**src/rtl/pll_pkg.sv**
```systemverilog
// rtl/pll_pkg.sv - shared state enum and default parameters for the PLL lock detector
package pll_pkg;

  typedef enum logic [1:0] {
    ST_IDLE   = 2'd0,
    ST_ARM    = 2'd1,
    ST_ACQ    = 2'd2,
    ST_LOCKED = 2'd3
  } pll_state_e;

  localparam int N_DEF          = 32;
  localparam int TOL_DEF        = 1;
  localparam int LOCK_CNT_DEF   = 16;
  localparam int UNLOCK_CNT_DEF = 2;
  localparam int CW_DEF         = 16;

  // Width of a counter that must hold values 0..max_val.
  function automatic int cnt_width(input int max_val);
    return (max_val < 1) ? 1 : $clog2(max_val + 1);
  endfunction

endpackage

```
**src/rtl/sync_2ff.sv**
```systemverilog
// rtl/sync_2ff.sv - two-flop synchronizer for a single asynchronous level
module sync_2ff (
  input  logic pclk,
  input  logic resetn,
  input  logic d_i,
  output logic q_o
);

  logic meta_q;
  logic sync_q;

  always_ff @(posedge pclk or negedge resetn) begin
    if (!resetn) begin
      meta_q <= 1'b0;
      sync_q <= 1'b0;
    end else begin
      meta_q <= d_i;
      sync_q <= meta_q;
    end
  end

  assign q_o = sync_q;

endmodule

```
**src/rtl/pll_lock_detect.sv**
```systemverilog
// rtl/pll_lock_detect.sv - refclk period measurement in pclk cycles with lock/unlock hysteresis
module pll_lock_detect
  import pll_pkg::*;
#(
  parameter int N          = N_DEF,
  parameter int TOL        = TOL_DEF,
  parameter int LOCK_CNT   = LOCK_CNT_DEF,
  parameter int UNLOCK_CNT = UNLOCK_CNT_DEF,
  parameter int CW         = CW_DEF
) (
  input  logic               pclk,
  input  logic               resetn,
  input  logic               refclk,
  input  logic               enable,
  output logic               locked,
  output logic [CW-1:0]      meas,
  output logic               meas_valid,
  output logic signed [CW:0] freq_err,
  output logic               lock_lost
);

  localparam int              GW        = cnt_width(LOCK_CNT);
  localparam int              BW        = cnt_width(UNLOCK_CNT);
  localparam logic [CW-1:0]   CNT_MAX   = '1;
  localparam logic [GW-1:0]   GOOD_LAST = GW'(LOCK_CNT - 1);
  localparam logic [BW-1:0]   BAD_LAST  = BW'(UNLOCK_CNT - 1);
  localparam logic [CW:0]     N_EXT     = (CW+1)'(N);
  localparam logic [CW:0]     TOL_EXT   = (CW+1)'(TOL);

  if (LOCK_CNT < 1 || UNLOCK_CNT < 1 ||
      longint'(N) + longint'(TOL) >= (longint'(1) << CW) - 1) begin : g_bad_params
    $error("pll_lock_detect: illegal LOCK_CNT/UNLOCK_CNT/N/TOL/CW combination");
  end

  logic            ref_sync;
  logic            ref_prev_q;
  logic            ref_edge;
  pll_state_e      state_q, state_d;
  logic [CW-1:0]   cnt_q, cnt_d;
  logic [GW-1:0]   good_cnt_q, good_cnt_d;
  logic [BW-1:0]   bad_cnt_q, bad_cnt_d;
  logic [CW-1:0]   meas_q, meas_d;
  logic [CW:0]     freq_err_q, freq_err_d;
  logic            meas_valid_q, meas_valid_d;
  logic            locked_q, locked_d;
  logic            lock_lost_q, lock_lost_d;
  logic            measuring;
  logic            capture;
  logic            saturated;
  logic            good;
  logic [CW:0]     err_abs;

  sync_2ff u_sync_2ff (
    .pclk  (pclk),
    .resetn(resetn),
    .d_i   (refclk),
    .q_o   (ref_sync)
  );

  assign ref_edge  = ref_sync & ~ref_prev_q;
  assign measuring = (state_q == ST_ACQ) || (state_q == ST_LOCKED);
  assign capture   = enable && measuring && ref_edge;
  assign saturated = (cnt_q == CNT_MAX);
  assign err_abs   = freq_err_q[CW] ? ((CW+1)'(0) - freq_err_q) : freq_err_q;
  assign good      = (err_abs <= TOL_EXT);

  always_ff @(posedge pclk or negedge resetn) begin
    if (!resetn) begin
      state_q      <= ST_IDLE;
      ref_prev_q   <= 1'b0;
      cnt_q        <= '0;
      good_cnt_q   <= '0;
      bad_cnt_q    <= '0;
      meas_q       <= '0;
      freq_err_q   <= '0;
      meas_valid_q <= 1'b0;
      locked_q     <= 1'b0;
      lock_lost_q  <= 1'b0;
    end else begin
      state_q      <= state_d;
      ref_prev_q   <= ref_sync;
      cnt_q        <= cnt_d;
      good_cnt_q   <= good_cnt_d;
      bad_cnt_q    <= bad_cnt_d;
      meas_q       <= meas_d;
      freq_err_q   <= freq_err_d;
      meas_valid_q <= meas_valid_d;
      locked_q     <= locked_d;
      lock_lost_q  <= lock_lost_d;
    end
  end

  always_comb begin
    state_d    = state_q;
    cnt_d      = cnt_q;
    good_cnt_d = good_cnt_q;
    bad_cnt_d  = bad_cnt_q;

    if (!enable || state_q == ST_IDLE) cnt_d = '0;
    else if (ref_edge)                 cnt_d = CW'(1);
    else if (!saturated)               cnt_d = cnt_q + CW'(1);

    if (!enable) begin
      state_d    = ST_IDLE;
      good_cnt_d = '0;
      bad_cnt_d  = '0;
    end else begin
      case (state_q)
        ST_IDLE: state_d = ST_ARM;
        ST_ARM:  if (ref_edge) state_d = ST_ACQ;
        ST_ACQ: begin
          // A stopped refclk drops back to ARM; a coincident edge is measured instead.
          if (saturated && !ref_edge) begin
            state_d    = ST_ARM;
            good_cnt_d = '0;
            bad_cnt_d  = '0;
          end else if (meas_valid_q) begin
            if (!good) begin
              good_cnt_d = '0;
            end else if (good_cnt_q == GOOD_LAST) begin
              state_d    = ST_LOCKED;
              good_cnt_d = '0;
              bad_cnt_d  = '0;
            end else begin
              good_cnt_d = good_cnt_q + GW'(1);
            end
          end
        end
        ST_LOCKED: begin
          if (saturated && !ref_edge) begin
            state_d    = ST_ARM;
            good_cnt_d = '0;
            bad_cnt_d  = '0;
          end else if (meas_valid_q) begin
            if (good) begin
              bad_cnt_d = '0;
            end else if (bad_cnt_q == BAD_LAST) begin
              state_d    = ST_ACQ;
              good_cnt_d = '0;
              bad_cnt_d  = '0;
            end else begin
              bad_cnt_d = bad_cnt_q + BW'(1);
            end
          end
        end
        default: state_d = ST_IDLE;
      endcase
    end
  end

  always_comb begin
    meas_d       = meas_q;
    freq_err_d   = freq_err_q;
    meas_valid_d = 1'b0;
    if (capture) begin
      meas_d       = cnt_q;
      freq_err_d   = {1'b0, cnt_q} - N_EXT;
      meas_valid_d = 1'b1;
    end
    locked_d    = (state_d == ST_LOCKED);
    lock_lost_d = enable && (state_q == ST_LOCKED) && (state_d != ST_LOCKED);
  end

  assign locked     = locked_q;
  assign meas       = meas_q;
  assign meas_valid = meas_valid_q;
  assign freq_err   = $signed(freq_err_q);
  assign lock_lost  = lock_lost_q;

endmodule

```
**config.mk**
```make
export PLATFORM = sky130hd
export DESIGN_NAME = pll_lock_detect
export DESIGN_NICKNAME = d
export VERILOG_FILES = /design/src/rtl/pll_pkg.sv /design/src/rtl/sync_2ff.sv /design/src/rtl/pll_lock_detect.sv
export SDC_FILE = /design/constraint.sdc
export NUM_CORES = 1
export LEC_CHECK = 0
export CORE_MARGIN = 5
export CORE_UTILIZATION = 35
export DETAILED_ROUTE_END_ITERATION = 16
export DONT_BUFFER_PORTS = 1
export HOLD_SLACK_MARGIN = 0.15
export MAX_ROUTING_LAYER = met4
export PLACE_DENSITY = 0.56
export SLEW_MARGIN = 30
export SYNTH_ARGS = -nofsm -noshare
export SYNTH_HDL_FRONTEND = slang
export SYNTH_SLANG_ARGS = --single-unit
```
**constraint.sdc**
```tcl
create_clock -name pclk -period 4.3 [get_ports pclk]
set_clock_uncertainty 0.15 [all_clocks]
set_input_delay 0.43 -clock pclk [delete_from_list [all_inputs] [get_ports pclk]]
set_output_delay 0.43 -clock pclk [all_outputs]
set_load 0.01 [all_outputs]
```
# Word-level counts from Yosys, hierarchy flattened
# Index checks and enable logic that the tools add are counted.
# totals
output_inout_bits	36
regBits	64
in_bits	4
wordCells	84
# op_classes
n_bitwise	2
magnitude_cmp	1
n_mux	36
n_addsub	5
n_eq_ne	16
reduce_logical	12
# ops
op	count
$mux W16	3
$mux W5	9
$mux W2	19
$le A17 B1 Y1 const B	1
$mux W17	1
$sub A1 B17 Y17 const A	1
$sub A16 B6 Y17 const B	1
$add A16 B1 Y16 const B	1
$eq A16 B16 Y1 const B	1
$ne A4 B3 Y1 const B	4
$pmux W5 S2	1
$reduce_and A5 Y1	2
$ne A4 B2 Y1 const B	2
$pmux W2 S4	1
$eq A2 B2 Y1 const B	3
$add A5 B1 Y5 const B	1
$eq A5 B4 Y1 const B	1
$logic_and A1 B1 Y1	5
$eq A2 B1 Y1 const B	2
$pmux W2 S2	1
$ne A3 B1 Y1 const B	1
$ne A3 B2 Y1 const B	1
$add A2 B1 Y2 const B	1
$logic_not A1 Y1	2
other kinds (6)	7

# Longest topological paths before layout
# depth
ltp_word	10
mapped_depth	11
mapped_depth_nobuf	10

# Cells and area by module
# A second synthesis with hierarchy kept.
# unflattened
cells_unflattened	360
area_unflattened_um2	3264.4
# modules_own_cells
module	area_per_inst_um2	seq_area_each_um2	cells_per_inst	n_inst
pll_lock_detect	3214.3	1426.4	358	1
sync_2ff	50.0	50.0	2	1

# Worst setup path after synthesis
# OpenSTA, ideal clock, no wires.
# synth_path
kind	reg2reg
from	register, netlist name meas[1]
to	register bad_cnt_q[0]
period_less_slack_ps	3055
setup_time_ps	121
required_ps	4029
arrival_time_ps	2784
slack_ps	1245
path_buffers	0
stages_incl_launch_ff	11
path_cell_list	dfrtp_1 inv_1 ha_1 or4b_4 nor3_1 mux2_2 nor4_4 nand3_4 o21a_1 a41o_1 a22o_1
# synth_lines
element	line	text
end signal, assigned	pll_lock_detect.sv:84	bad_cnt_q <= bad_cnt_d;
end, declared	pll_lock_detect.sv:41	logic [BW-1:0] bad_cnt_q, bad_cnt_d;

==> impl_results.md <==
- Unrepaired setup endpoints after global routing: false
- Fin crit share: just under 80%
- Status: finished clean
- I/O Pins: 40
- Total grt overflow: 0
- Yosys top cell area share: a little over two fifths
- Most used flip-flop cell after synthesis: dfrtp_1
- Final hold vios: 0
- Vias per inst: roughly 5.3
- Initial Utilization: 36.2%
- Final setup viols: 0
- Mapped Area: between 0.003 and 0.004 mm^2
- Synthesized area per cell: 8.99 um^2
- 1st-pass router iterations: 5
- Setup TNS: 0 ps
- Yosys cell types: between 60 and 70
- Hold Path Cell Cnt: 3
- H-tree Lvls: 3
- Post-synthesis cell count: between 300 and 400
- Via count: ~2700
- Detailed router's first-iteration violation count: ~200
- Fillers: around 920
- Die Ht: 108 um
- Hold buffer count at cts: 4
- Global-route wire length before repair: around 13000 um
- Pwr per Cell Area: ~440 mW/mm^2
- Slew Limit Fails: 0
- Yosys top cell by area: dfrtp_1
- Top post-synthesis cells by count: nand2_1, dfrtp_1, nor2_1
- Ys async rst share: 100%
- Clk root buf: clkbuf_8
- Routed wire length: between 7000 and 8000 um
- P&R area growth vs syn: 9.14%
- Num CTS Buffers: 9
- Flop-to-flop setup slack: a little under 1000 ps
- Actual slew at the worst max-slew pin: approximately 750 ps
- GRT Total Usage: ~15%
- Count leader, synth: nand2_1
- # resized after CTS: 0
- WP data required: 4370 ps
- Longest Clk Path Bufs: 2
- Critical path type: flop to flop
- Dpl hpwl: approximately 5600 um
- Minimum clock period: ~3300 ps
- Post-CTS setup buffer count: 0
- Largest cells by area after synthesis: dfrtp_1, nand2_1, o21ai_0
- VDD IR max: about 0.18 mV
- Pin count of the biggest net entering global routing: 60
- Max_slew headroom: around half
- Worst-Skew Late Latency: roughly 340 ps
- HP Class: input port to flop
- Critical Path Source Type: flop
- # diodes: 0
- Hold Crit Start: enable
- Vias in the first global route: 2505
- Initial antenna violation count: 0
- GP Congestion: approximately 0.87
- Leak: 0.00158 uW
- Layout cells sized above 1: 10.8%
- DRC: 0
- Reg area: around 0.0015 mm^2
- Flops & latches, synth: between 50 and 60
- Register-to-Register Path Depth: 10
- FP Rows: 35
- Maxcap violations: 0
- Post-DRT Antenna Nets: 0
- Final Worst Setup Slack: just under 1000 ps
- Final nets: about 370
- Worst-path clk slew: approximately 70 ps
- Clock sink count: between 50 and 60
- Crit Path Max Fanout: 6
- Reg-to-reg startpoint: meas[1]
- Worst reg2reg endpoint: bad_cnt_q[0]
- Sequential area share after synthesis: 43.7%
- Setup crit end kind: flop
- CTS tree: done
- Multi-input logic area: roughly 0.0017 mm^2
- DR WL/cell: between 15 and 20 um
- Highest clock rate: between 300 and 400 MHz
- Worst Path Arrival: about 3400 ps
- Die Span X: around 110 um
- Post-synth EDFFs: 0
- Core Area: approximately 0.0093 mm^2
- Hold EP: good_cnt_q[0]
- Full die area: 0.0117 mm^2
- Setup slack at placement: approximately 1000 ps
- Input/output buffers: 0
- Synth Net Count: just under 400
- Yosys warns: 0
## cells in the final DEF, fill, tap and decap left out, drive strengths merged, types with 2 or more instances in the layout
master,n
or2,4
xnor2,12
or4b,2
a41o,2
dlygate4sd3,3
nand3,15
inv,11
clkbuf,11
a211oi,2
o21ai,30
nand2,69
clkinv,2
mux2,2
and3,2
and2b,2
bufinv,4
a21oi,12
a31oi,4
buf,2
nand4,5
dfrtp,59
or4,2
nor4,12
nor2b,7
or3,4
o21a,2
o2111ai,2
and2,4
nand2b,3
nor2,29
nand3b,2
xor2,8
nor3,15
ha,5
## worst max path at each step
stage / end / start / cells past startpoint
after floorplan: bad_cnt_q[0] / meas[1] / 10
after global placement: bad_cnt_q[0] / meas[0] / 10
after detailed placement: good_cnt_q[2] / meas[1] / 10
after CTS: bad_cnt_q[0] / meas[1] / 10
after global routing: good_cnt_q[1] / meas[0] / 10
final: bad_cnt_q[0] / meas[1] / 10
## where the power goes
part / total [uW] / switching (uW) / internal, uW
Sequential: 724 / 129 / 595
Combinational: 241 / 136 / 105
Clock: 662 / 219 / 443
## stage by stage
step	hold slack [ps]	total power, uW	util [%]	cell area (um^2)	std cells
6_report	195	1630	39.5	3690	499
4_1_cts	181	1640	39.5	3690	499
2_1_floorplan	-15.6	914	-	3380	376
3_3_place_gp	-12.3	956	36.2	3370	479
3_5_place_dp	-12.2	959	36.2	3370	479
5_1_grt	202	1710	39.5	3690	499
## cell type report
type / count / share of cell area (%)
timing repair buffer: 5 / 1.76
multi-input combinational: 278 / 45.7
clock buffer: 11 / 3.56
tap: 129 / 4.38
clock inverter: 5 / 3.39
sequential: 59 / 40.0
inverter: 12 / 1.22
## critical path, stage by stage, from the launching register on
cell     delay (ps)
dfrtp_1         480
inv_1           120
ha_1            220
or4b_4          530
nor4_1          250
mux2_2          380
nor3_2          290
nand3_4         170
o21a_1          220
a41o_1          230
a22o_1          170
## state kept, by name, summed over array words and instances (netlist names)
name	count
bad_cnt_q	2
cnt_q	16
freq_err	12
good_cnt_q	5
lock_lost	1
locked	1
meas	16
meas_valid	1
ref_prev_q	1
state_q	2
u_sync_2ff.meta_q	1
u_sync_2ff.q_o	1
## logic make-up after synthesis
kind of cell    Yosys count  synth area share (%)
mux                       3                 0.963
xor+xnor                 20                  5.18
flops                    59                  43.7
fa+ha+maj                 5                  1.85
simple gates            180                  28.0
compound gates           70                  13.9
buf+inv                  39                  6.48
## routing by layer
| layer | wire length, um | up-vias | share of wire [%] | global-route usage (%) |
|---|---|---|---|---|
| li1 | - | 1289 | - | - |
| met1 | 3730 | 1274 | 47 | 20.1 |
| met2 | 3490 | 77 | 44 | 21.0 |
| met3 | 477 | 14 | 6.1 | 3.76 |
| met4 | 162 | 0 | 2.1 | 6.22 |
| met5 | 0 | - | 0 | - |
Note: power is estimated with default switching activity, not from simulation.
